<file path="src/rtl/bp_wb_scheduler.sv">
// bp_wb_scheduler
//   Drives a whole layer write-back from the BP buffer bank to DDR. Each job
//   covers two consecutive MAC groups of one line region and is handed to the
//   BP write controller with a single wc_conf pulse. Tiles form the outer loop
//   and MAC-group pairs the inner loop. Between jobs the scheduler waits for
//   the write controller to report idle again.
//
// Ports
//   clk, rst_n        : clock, synchronous active-low reset
//   start             : one-cycle layer start, honoured only while idle
//   cfg_*             : layer configuration, sampled on an accepted start
//   wc_idle           : write controller idle level
//   wc_conf           : one-cycle job launch
//   wc_ddr_st_addr    : job DDR byte address
//   wc_data_ddr_byte  : job length in bytes
//   wc_bp_st_addr     : job BP start address
//   wc_bp_st_num      : first MAC group of the job
//   wc_line_width     : BP words per line for the current layer
//   busy, done        : layer in progress / one-cycle completion pulse
//   jobs_issued       : conf pulses issued in the current layer
module bp_wb_scheduler #(
  parameter int DDR_ADDR_LEN = 32,
  parameter int ADDR_LEN     = 16,
  parameter int SINGLE_LEN   = 24,
  parameter int X_MAC        = 4,
  parameter int GUARD_CYC    = 2
) (
  input  logic                    clk,
  input  logic                    rst_n,
  input  logic                    start,
  input  logic [DDR_ADDR_LEN-1:0] cfg_ddr_base,
  input  logic [SINGLE_LEN-1:0]   cfg_job_bytes,
  input  logic [ADDR_LEN-1:0]     cfg_bp_base,
  input  logic [SINGLE_LEN-1:0]   cfg_line_width,
  input  logic [SINGLE_LEN-1:0]   cfg_num_tiles,
  input  logic                    wc_idle,
  output logic                    wc_conf,
  output logic [DDR_ADDR_LEN-1:0] wc_ddr_st_addr,
  output logic [SINGLE_LEN-1:0]   wc_data_ddr_byte,
  output logic [ADDR_LEN-1:0]     wc_bp_st_addr,
  output logic [1:0]              wc_bp_st_num,
  output logic [SINGLE_LEN-1:0]   wc_line_width,
  output logic                    busy,
  output logic                    done,
  output logic [SINGLE_LEN-1:0]   jobs_issued
);

  localparam int PAIRS = X_MAC / 2;
  localparam int PW    = (PAIRS > 1) ? $clog2(PAIRS) : 1;
  localparam int GW    = (GUARD_CYC > 1) ? $clog2(GUARD_CYC) : 1;
  localparam logic [PW-1:0] LAST_PAIR  = PW'(PAIRS - 1);
  localparam logic [GW-1:0] LAST_GUARD = GW'(GUARD_CYC - 1);

  typedef enum logic [2:0] {
    S_IDLE,
    S_WAIT_IDLE,
    S_ISSUE,
    S_GUARD,
    S_NEXT,
    S_DRAIN,
    S_DONE
  } state_t;

  state_t state_reg, state_next;

  logic [DDR_ADDR_LEN-1:0] ddr_acc_reg;
  logic [ADDR_LEN-1:0]     bp_acc_reg;
  logic [SINGLE_LEN-1:0]   job_bytes_reg;
  logic [SINGLE_LEN-1:0]   line_width_reg;
  logic [SINGLE_LEN-1:0]   num_tiles_reg;
  logic [SINGLE_LEN-1:0]   tile_cnt_reg;
  logic [PW-1:0]           pair_cnt_reg;
  logic [GW-1:0]           guard_cnt_reg;
  logic [SINGLE_LEN-1:0]   jobs_reg;
  logic [DDR_ADDR_LEN-1:0] ddr_out_reg;
  logic [ADDR_LEN-1:0]     bp_out_reg;
  logic [1:0]              num_out_reg;
  logic                    last_job;

  // The job just issued closes the layer when it was the last pair of the
  // last tile (counters still hold the values of that job in S_NEXT).
  assign last_job = (pair_cnt_reg == LAST_PAIR) &&
                    (tile_cnt_reg == num_tiles_reg - SINGLE_LEN'(1));

  always_comb begin
    state_next = state_reg;
    case (state_reg)
      S_IDLE:      if (start) state_next = S_WAIT_IDLE;
      // A zero-tile layer spends its single busy cycle here and skips
      // straight to completion without touching the write controller.
      S_WAIT_IDLE: begin
        if (num_tiles_reg == '0) state_next = S_DONE;
        else if (wc_idle)        state_next = S_ISSUE;
      end
      S_ISSUE:     state_next = S_GUARD;
      // wc_idle is deliberately ignored here: right after conf it may still
      // show the idle level from before the job was accepted.
      S_GUARD:     if (guard_cnt_reg == LAST_GUARD) state_next = S_NEXT;
      S_NEXT:      state_next = last_job ? S_DRAIN : S_WAIT_IDLE;
      S_DRAIN:     if (wc_idle) state_next = S_DONE;
      S_DONE:      state_next = S_IDLE;
      default:     state_next = S_IDLE;
    endcase
  end

  always_ff @(posedge clk) begin
    if (!rst_n) begin
      state_reg      <= S_IDLE;
      ddr_acc_reg    <= '0;
      bp_acc_reg     <= '0;
      job_bytes_reg  <= '0;
      line_width_reg <= '0;
      num_tiles_reg  <= '0;
      tile_cnt_reg   <= '0;
      pair_cnt_reg   <= '0;
      guard_cnt_reg  <= '0;
      jobs_reg       <= '0;
      ddr_out_reg    <= '0;
      bp_out_reg     <= '0;
      num_out_reg    <= '0;
    end else begin
      state_reg <= state_next;
      case (state_reg)
        S_IDLE: begin
          if (start) begin
            ddr_acc_reg    <= cfg_ddr_base;
            bp_acc_reg     <= cfg_bp_base;
            job_bytes_reg  <= cfg_job_bytes;
            line_width_reg <= cfg_line_width;
            num_tiles_reg  <= cfg_num_tiles;
            tile_cnt_reg   <= '0;
            pair_cnt_reg   <= '0;
            jobs_reg       <= '0;
          end
        end
        S_WAIT_IDLE: begin
          // Job outputs are loaded on entry to S_ISSUE and then held until
          // the following job, so they stay stable for the write controller.
          if (state_next == S_ISSUE) begin
            ddr_out_reg <= ddr_acc_reg;
            bp_out_reg  <= bp_acc_reg;
            num_out_reg <= 2'(pair_cnt_reg) << 1;
          end
        end
        S_ISSUE: begin
          jobs_reg      <= jobs_reg + SINGLE_LEN'(1);
          guard_cnt_reg <= '0;
        end
        S_GUARD: guard_cnt_reg <= guard_cnt_reg + GW'(1);
        S_NEXT: begin
          ddr_acc_reg <= ddr_acc_reg + DDR_ADDR_LEN'(job_bytes_reg);
          if (pair_cnt_reg == LAST_PAIR) begin
            pair_cnt_reg <= '0;
            tile_cnt_reg <= tile_cnt_reg + SINGLE_LEN'(1);
            bp_acc_reg   <= bp_acc_reg + ADDR_LEN'(line_width_reg);
          end else begin
            pair_cnt_reg <= pair_cnt_reg + PW'(1);
          end
        end
        default: ;
      endcase
    end
  end

  assign wc_conf          = (state_reg == S_ISSUE);
  assign done             = (state_reg == S_DONE);
  assign busy             = (state_reg != S_IDLE) && (state_reg != S_DONE);
  assign wc_ddr_st_addr   = ddr_out_reg;
  assign wc_bp_st_addr    = bp_out_reg;
  assign wc_bp_st_num     = num_out_reg;
  assign wc_data_ddr_byte = job_bytes_reg;
  assign wc_line_width    = line_width_reg;
  assign jobs_issued      = jobs_reg;

endmodule

</file>
<file path="config.mk">
export PLATFORM = sky130hd
export DESIGN_NAME = bp_wb_scheduler
export DESIGN_NICKNAME = d
export VERILOG_FILES = /design/src/rtl/bp_wb_scheduler.sv
export SDC_FILE = /design/constraint.sdc
export NUM_CORES = 1
export LEC_CHECK = 0
export BUFFER_PORTS_ARGS = -buffer_cell sky130_fd_sc_hd__buf_2
export CAP_MARGIN = 20
export CORE_AREA = 2 2 140 142
export CTS_BUF_LIST = sky130_fd_sc_hd__clkbuf_4 sky130_fd_sc_hd__clkbuf_8
export DETAILED_ROUTE_END_ITERATION = 6
export DIE_AREA = 0 0 142 144
export GPL_TIMING_DRIVEN = 0
export MAX_ROUTING_LAYER = met4
export PLACE_DENSITY_LB_ADDON = 0.12
export SKIP_LAST_GASP = 1
export SLEW_MARGIN = 20
export SYNTH_ARGS = -nofsm -noshare
export SYNTH_HDL_FRONTEND = slang
export SYNTH_SLANG_ARGS = --single-unit
</file>
<file path="constraint.sdc">
create_clock -name clk -period 7.3 [get_ports clk]
set_input_delay 0.365 -clock clk [delete_from_list [all_inputs] [get_ports clk]]
set_output_delay 0.365 -clock clk [all_outputs]
set_load 0.005 [all_outputs]
</file>
# After elaboration in Yosys (flattened, before gate mapping)
# Cells that the tools add are included.
[op_classes]
n_mux = 20
add_sub_neg = 7
eq_ne = 11
n_reduce_logical = 13
[ops]
columns = ["cell", "n"]
rows = [
  ["$pmux W24 S2", 2],
  ["$pmux W32 S2", 1],
  ["$add A24 B1 Y24 const B", 2],
  ["$mux W24", 2],
  ["$add A32 B24 Y32", 1],
  ["$mux W16", 2],
  ["$mux W32", 1],
  ["$pmux W16 S2", 1],
  ["$eq A24 B24 Y1", 1],
  ["$logic_not A24 Y1", 1],
  ["$sub A24 B1 Y24 const B", 1],
  ["$mux W3", 6],
  ["$pmux W3 S6", 1],
  ["$add A16 B16 Y16", 1],
  ["$eq A3 B2 Y1 const B", 3],
  ["$eq A3 B3 Y1 const B", 3],
  ["$reduce_and A2 Y1", 4],
  ["$reduce_bool A2 Y1", 3],
  ["$ne A2 B2 Y1 const B", 2],
  ["$pmux W1 S2", 2],
  ["$eq A3 B1 Y1 const B", 1],
  ["$logic_not A3 Y1", 1],
  ["$ne A3 B3 Y1 const B", 1],
  ["$reduce_and A3 Y1", 1],
  ["other kinds (4)", 7],
]
[totals]
in_bits = 124
out_inout_bits = 125
ff_bits = 222

# Logic depth before layout (Yosys ltp)
# Gate-level depths: netlist of run 1.
[logic_depth]
word_depth = 7
depth_mapped = 12
mapped_depth_nobuf = 12

# Least setup slack after synthesis of run 1
# No wires, ideal clock.
[synth_timing]
path_type = "reg2reg"
start = "reg job_bytes_reg[0], in the netlist wc_data_ddr_byte[0]"
end = "reg ddr_acc_reg[26]"
slack_ps = 4383
synth_period_minus_slack_ps = 2917
path_buffers = 0
path_stages_with_launch = 13
setup_time_ps = 74
arrival_time_ps = 2843
required_time_ps = 7226
path_cell_list = "dfxtp_1 > ha_1 > inv_1 > fa_1 > nand2b_1 > a21oi_1 > o21ai_0 > a31oi_1 > a221oi_1 > o2111ai_1 > a21oi_1 > or4_1 > a31oi_1"
[synth_via]
elab_chain_len = 2
[synth_lines]
columns = ["item", "line_no", "rtl"]
rows = [
  ["start, declared", "68", "logic [SINGLE_LEN-1:0] job_bytes_reg;"],
  ["start signal, assigned", "128", "job_bytes_reg <= cfg_job_bytes;"],
  ["$add A32 B24 Y32", "151", "ddr_acc_reg <= ddr_acc_reg + DDR_ADDR_LEN'(job_bytes_reg);"],
  ["$pmux W32 S2", "123", "case (state_reg)"],
  ["end signal, assigned", "126", "ddr_acc_reg <= cfg_ddr_base;"],
  ["end signal, assigned", "151", ""],
  ["end, declared", "66", "logic [DDR_ADDR_LEN-1:0] ddr_acc_reg;"],
]
# Every way passes these cells.
# A chain may end at the register's enable or synchronous reset.

# Worst setup path after layout of run 1
[layout_timing]
start = "reg ddr_acc_reg[0]"
end = "reg ddr_acc_reg[26]"
[layout_via]
elab_chain_len = 2
[layout_lines]
columns = ["item", "line_no"]
rows = [
  ["$add A32 B24 Y32", "151"],
  ["$pmux W32 S2", "123"],
]
# Every way passes these cells.

==> impl_results.md, run 1 <==
* Total setup buffers inserted after CTS at 0
* Status: finished, final reports clean
* CP Launch Type: register
* Power Density at between 200 and 250 nW/um2
* Unique masters post-synth at just under 70
* Port Buf Inserts at 247
* Most instantiated cells after synthesis: nand2_1 (359), dfxtp_1 (222), a21oi_1 (197), nor2_1 (119), clkbuf_1 (75)
* Slowest CP cell: or4_1
* Multi-input gate area at ~6400 um2
* Via density at 5.72
* Final setup vio count at 0
* P_sw at 1.00 mW
* Layout cells sized above 1 at between 10% and 20%
* Largest area contributor in the netlist: dfxtp_1
* Boundary Pins at 249
* Number of detailed-route iterations in the first pass at 5
* Setup TNS at 0 ns
* Max-Cap Viols at 0
* Worst reg2reg path startpoint: ddr_acc_reg[0]
* Filler cells at roughly 1,600
* Mapped Nets at roughly 1,600
* Flop pwr share at between 40 and 50%
* RePlAce Congestion at 0.977
* Tmin final at between 3 and 4 ns
* HPWL Detailed at between 20,000 and 30,000 um
* Worst-Skew Late Latency at 0.55 ns
* Async SR Flop Fraction at 0%
* Seq/Total Area, Yosys at just under 40%
* Via count at around 12,000
* Starting density of the core at between 50% and 60%
* Top FF cell, synth: dfxtp_1
* Final Max Tran Viols at 0
* Share of the synthesized area in the top cell type at around two fifths
* RSZ-0062 raised after global routing: false
* Tightest Pin Transition at slightly below 1 ns
* Worst-path clk slew at around 0.06 ns
* DR iter-0 viols at between 700 and 800
* HP Start: cfg_num_tiles[19]
* Final hold vios at 0
* HP Class: in -> reg
* Power share of the combinational group at between 20% and 30%
* Worst rel slew slack at between 30% and 40%
* Rows at ~50
* Data required, critical path at ~7.8 ns
* # H-tree levels at 2
* Placed Cells at roughly 2,000
* GRT Resource Usage Total at ~34%
* Yosys warns at 0
* Clock sink count at around 220
* DRT antenna net count at 0
* CTS tree: yes
* Wire length of the first global-routing pass at roughly 53,000 um
* WP buf/inv at 1
* DP Area at approximately 13,000 um2
* Die Span X at ~140 um
* CTS Buf Count at 38
* Syn avg cell area at roughly 7.7 um2
* WP data arrival at around 4.2 ns
* Root buffer cell: clkbuf_8
* Final Cell Area at about 14,000 um2
* Crit path cell chain: ha_1, inv_1, fa_1, nand2b_1, a21oi_1, o21ai_0, a31oi_1, a221oi_1, o2111ai_1, a21oi_1, or4_1, a31oi_1
* Crit path largest cell delay at about 0.43 ns
* DR DRC count at 0
* GRT Residual Overflow at 0
* WL final at between 30,000 and 40,000 um
* Largest net degree at the start of global routing at 11
* Number of global-route vias before repair at roughly 11,000
* CTS max path bufs at 3
* Crit Path Class: reg -> reg
* Routed wire per std cell at 16.9 um
* Initial antenna violation count at 2
* Die height at 144 um
* Area growth from synthesis to layout at 21.4%
* Leakage at just under 6 nW
* Die area at around 20,000 um2
* Number of flops mapped to enable cells by yosys at 0
* Cells after Synth at approximately 1,500
* Sw Share at between 30 and 40%
* Most common cell in the synthesized netlist: nand2_1
* Post-CTS sizing at 0
* Clock power frac at roughly two fifths
* Reg area at roughly 4400 um2
* Core Area at 19,100 um2
* Hold_buf cts at 0
* Final critical-path share of the clock period at approximately 51%
* #FFs+latches synth at 222
* Peak supply drop at approximately 130 uV
* Internal at around 2.3 mW
* Worst-path fanout max at 6
* Crit. Startpoint: ddr_acc_reg[0]
* Final net count at roughly 1,900
* Mapped cell area at around 11,000 um2
* Non-Filler Instances at between 2,000 and 2,500
* Largest cells by area after synthesis: dfxtp_1 (39%), nand2_1 (12%), a21oi_1 (8.7%), ha_1 (4.8%), nor2_1 (3.9%)
* Crit path capture type: register
* Max Fclk at ~270 MHz
* Clock skew at roughly 0.024 ns
* Crit-path leading delay family: compound AO/OA/AOI/OAI gates
kinds of logic (layout without fill, tap and decap cells):
family	count (synthesis)	after routing	synth area share, %
AOI/OAI and AO/OA	364	364	19.2
DFF	222	222	39.3
muxes	13	13	1.18
and+or+nand+nor	648	648	25.2
adders and majority gates	45	45	5.11
xor gates and xnor gates	80	80	6.20
other	1	3	0.0332
buffers and inverters	105	419	3.78
metrics by stage:
| step | total power [mW] | hold slack [ns] | utilization [%] | setup slack (ns) |
|---|---|---|---|---|
| final | 3.34 | 0.0470 | 72.0 | 3.56 |
| after global routing | 3.48 | 0.0568 | 72.0 | 3.42 |
| after CTS | 3.33 | 0.0451 | 71.9 | 3.67 |
| after detailed placement | 2.06 | 0.443 | 67.3 | 3.68 |
| after global placement | 2.05 | 0.440 | 67.3 | 3.70 |
| after floorplan | 1.83 | 0.445 | - | 4.38 |
worst reg2reg max path: cells and delay by family (launching register included):
kind | cells | cell delay (ns)
DFF | 1 | 0.42
buffers and inverters | 1 | 0.07
AOI/OAI and AO/OA | 7 | 1.93
and+or+nand+nor | 2 | 0.63
adders and majority gates | 2 | 0.63
power by group through the flow:
stage	Sequential, mW	Clock, mW	Combinational, mW
2_1_floorplan	1.37	0	0.461
6_report	1.37	1.29	0.682
4_1_cts	1.36	1.30	0.675
3_3_place_gp	1.39	0	0.659
5_1_grt	1.37	1.35	0.756
3_5_place_dp	1.39	0	0.671
placed cells by master, fill, tap and decap left out, drive strengths merged, types with 12 or more instances in the layout:
cell type and n:
xnor2 47, o21ai 39, a211oi 15, nor2 119
clkbuf 139, o21a 16, xor2 33, dfxtp 222
nor3 22, buf 253, a311oi 19, a31oi 15
nand2 359, nand4 12, and3 18, inv 22
a21oi 197, or3 14, nand3 48, ha 43
per-layer routing:
metal  track usage, %  up-vias  part of all wire (%)
met5                -        -                     0
met4             14.2        0                   3.6
met3             6.79       95                   8.2
met2             54.0      462                    46
met1             41.8     5362                    42
li1                 -     5714                     -
path summary, 6_finish.rpt:
kind,to,slack [ns],depth (start not counted)
worst min register to register,wc_bp_st_addr[8],0.45,2
worst max-delay path,ddr_acc_reg[26],3.56,12
worst min-delay path,num_tiles_reg[19],0.05,3
worst max register to register,ddr_acc_reg[26],3.56,12
cell type report:
cell class	instances	area share (%)
multi-input combinational	1151	46.9
tap	238	2.17
sequential	222	32.4
clock inverter	5	0.747
clock buffer	62	5.67
antenna	2	0.0365
buffer	83	2.52
timing repair buffer	247	9.00
inverter	22	0.602
Power figures use the tool's default switching activity.
==> inputs of run 2 (changes only) <==
CORE_AREA = 2 2 144 146   (was 2 2 140 142)
DIE_AREA = 0 0 146 148   (was 0 0 142 144)
clock period = 3.5 ns   (was 7.3 ns; I/O delays follow)
==> run 2 against run 1 <==
Sequential power is 110% higher. Maximum frequency increased by 16%. Non-clock buffer count is 116 higher. Combinational power increased by 130%. Register-to-register slack got worse by 3.3 ns. Clock power rose by 110%. Worst hold slack got worse by 0.024 ns.
==> impl_results.md, run 2 (synthesized netlist as in run 1, its figures left out) <==
* HP Class: in -> reg
* Internal at around 5 mW
* Non-Filler Instances at 2,187
* DR DRC count at 0
* Commonest non-fill, non-tap cell in the layout: nand2_1
* Design Power at 7.13 mW
* Final hold vios at 0
* Tmin final at around 3.2 ns
* Die Span X at approximately 150 um
* Initial antenna violation count at 4
* Worst reg2reg path startpoint: ddr_acc_reg[0]
* Routed wire per std cell at 17.1 um
* Most frequent cells in the layout: nand2_1 (359), buf_2 (249), dfxtp_1 (222), a21oi_1 (195), nor2_1 (119)
* CP Launch Type: register
* Via count at approximately 12,000
* Filler cells at roughly 1,600
* Clock power frac at about two fifths
* Placed Cells at around 2,000
* Clock skew at ~0.023 ns
* RSZ-0062 raised after global routing: false
* Crit Path Class: reg -> reg
* Wire length of the first global-routing pass at approximately 59,000 um
* GRT Residual Overflow at 0
* Area growth from synthesis to layout at 32.5%
* Reg area at 4440 um2
* Worst-Skew Late Latency at roughly 0.56 ns
* Most used cell, CP: a21oi_2
* RePlAce Congestion at slightly below 1
* Port Buf Inserts at approximately 250
* Number of detailed-route iterations in the first pass at 5
* Root buffer cell: clkbuf_8
* Largest net degree at the start of global routing at 11
* Layout cells sized above 1 at a little under a fifth
* Die area at between 20,000 and 25,000 um2
* Final net count at roughly 2,000
* Multi-input gate area at approximately 6500 um2
* Rows at 52
* Starting density of the core at roughly 56%
* CTS max path bufs at 3
* Boundary Pins at ~250
* Number of global-route vias before repair at approximately 12,000
* DRT antenna net count at 0
* Worst rel slew slack at 35.5%
* Flop pwr share at 40.0%
* CTS Buf Count at 40
* Crit path largest cell delay at around 0.41 ns
* # H-tree levels at 2
* Crit path capture type: register
* DR iter-0 viols at roughly 740
* Power share of the combinational group at between 20 and 25%
* Status: finished, final reports clean
* Hold Path Depth at 4
* Slowest CP cell: dfxtp_1
* WP buf/inv at 1
* Flop2flop setup slack at between 0.2 and 0.3 ns
* Crit-path leading delay family: compound AO/OA/AOI/OAI gates
* Leakage at 6.29 nW
* Tightest Pin Transition at between 0.9 and 1 ns
* WL final at 37,400 um
* Final setup vio count at 0
* Via density at 5.58
* Reg-to-reg critical path endpoint: ddr_acc_reg[26]
* Final Max Tran Viols at 0
* Layout Utilization at about three quarters
* HP Start: cfg_ddr_base[7]
* Max Fclk at 310 MHz
* Worst-path clk slew at roughly 0.060 ns
* Die height at roughly 150 um
* Hold EP: ddr_acc_reg[7]
* Sw Share at between 30% and 40%
* Max-Cap Viols at 0
* WP data arrival at ~3.7 ns
* GRT Resource Usage Total at 34.9%
* Crit path cell chain: ha_1, inv_1, fa_1, nand2b_1, a21oi_2, o21ai_0, a31oi_2, a221oi_2, o2111ai_2, a21oi_2, or4_1, a31oi_1
* Data required, critical path at approximately 4.0 ns
* Clock sink count at about 220
* Core Area at about 20,000 um2
* R2R depth at 12
* HPWL Detailed at 25,800 um
* Worst-path fanout max at 6
* Peak supply drop at approximately 320 uV
* Hold slack final at ~0.023 ns
* Power Density at about 480 nW/um2
* CTS tree: yes
* P_sw at ~2.2 mW
* Final critical-path share of the clock period at 92.1%
## run 2: cell count changes in the layout (fill, tap and decap cells not counted), sizes merged
cell,before,now
bufinv,3,2
buf,253,255
dlygate4sd3,0,114
clkinv,1,6
diode,2,4
clkinvlp,1,3
clkbuf,139,138
## run 2: area by class of cell
cell class	count	area share, %
Tap cell	270	2.25
Buffer	83	2.30
Multi-Input combinational cell	1151	43.1
Inverter	22	0.551
Timing Repair Buffer	363	16.0
Clock inverter	11	0.776
Clock buffer	61	5.31
Sequential cell	222	29.7
Antenna cell	4	0.0668
## run 2: worst register-to-register path, stage by stage, from the launching register on
cell and delay, ns:
dfxtp_1 0.41, ha_1 0.24, inv_1 0.07, fa_1 0.39, nand2b_1 0.21, a21oi_2 0.20, o21ai_0 0.17, a31oi_2 0.32
a221oi_2 0.17, o2111ai_2 0.26, a21oi_2 0.14, or4_1 0.41, a31oi_1 0.17
## run 2: worst max-delay path by stage
stage	startpoint	to	slack, ns	cells past startpoint
floorplan	wc_data_ddr_byte[0]	ddr_acc_reg[26]	0.58	12
global placement	ddr_acc_reg[0]	ddr_acc_reg[28]	-0.04	12
detailed placement	ddr_acc_reg[0]	ddr_acc_reg[26]	-0.08	12
CTS	ddr_acc_reg[0]	ddr_acc_reg[28]	0.002	12
global route	ddr_acc_reg[0]	ddr_acc_reg[28]	0.004	12
finish	ddr_acc_reg[0]	ddr_acc_reg[26]	0.28	12
## run 2: power by group through the flow
stage	Combinational (mW)	Sequential [mW]	Clock, mW
after global placement	1.38	2.89	0
after detailed placement	1.41	2.90	0
after global routing	1.71	2.87	2.87
after floorplan	0.962	2.86	0
after CTS	1.52	2.84	2.75
final	1.55	2.85	2.73
## run 2: metal layers
metal / vias up / global-route usage, % / wire (um) / share of wire (%)
met4: 0 / 14.9 / 1490 / 4.0
met2: 466 / 56.8 / 17300 / 46
met1: 5688 / 42.8 / 15800 / 42
li1: 5934 / - / - / -
met3: 114 / 6.30 / 2770 / 7.4
met5: - / - / 0 / 0
## run 2: per-stage QoR
step           worst slack (ns)  area [um2]  TNS (ns)
2_1_floorplan             0.583       11300         0
3_3_place_gp            -0.0374       12900   -0.0704
3_5_place_dp            -0.0771       12900    -0.143
4_1_cts                 0.00153       14900         0
5_1_grt                 0.00400       15000         0
6_report                  0.276       15000         0
## run 2: what timing repair did
item | in CTS | in global routing
hold buffers | 114 | 0
endpoints found under the setup margin | 2 | 4
gates resized for setup | 1 | 5
pin swaps | 0 | 2
buffers inserted | 0 | 2
hold endpoints to repair | 114 | 0
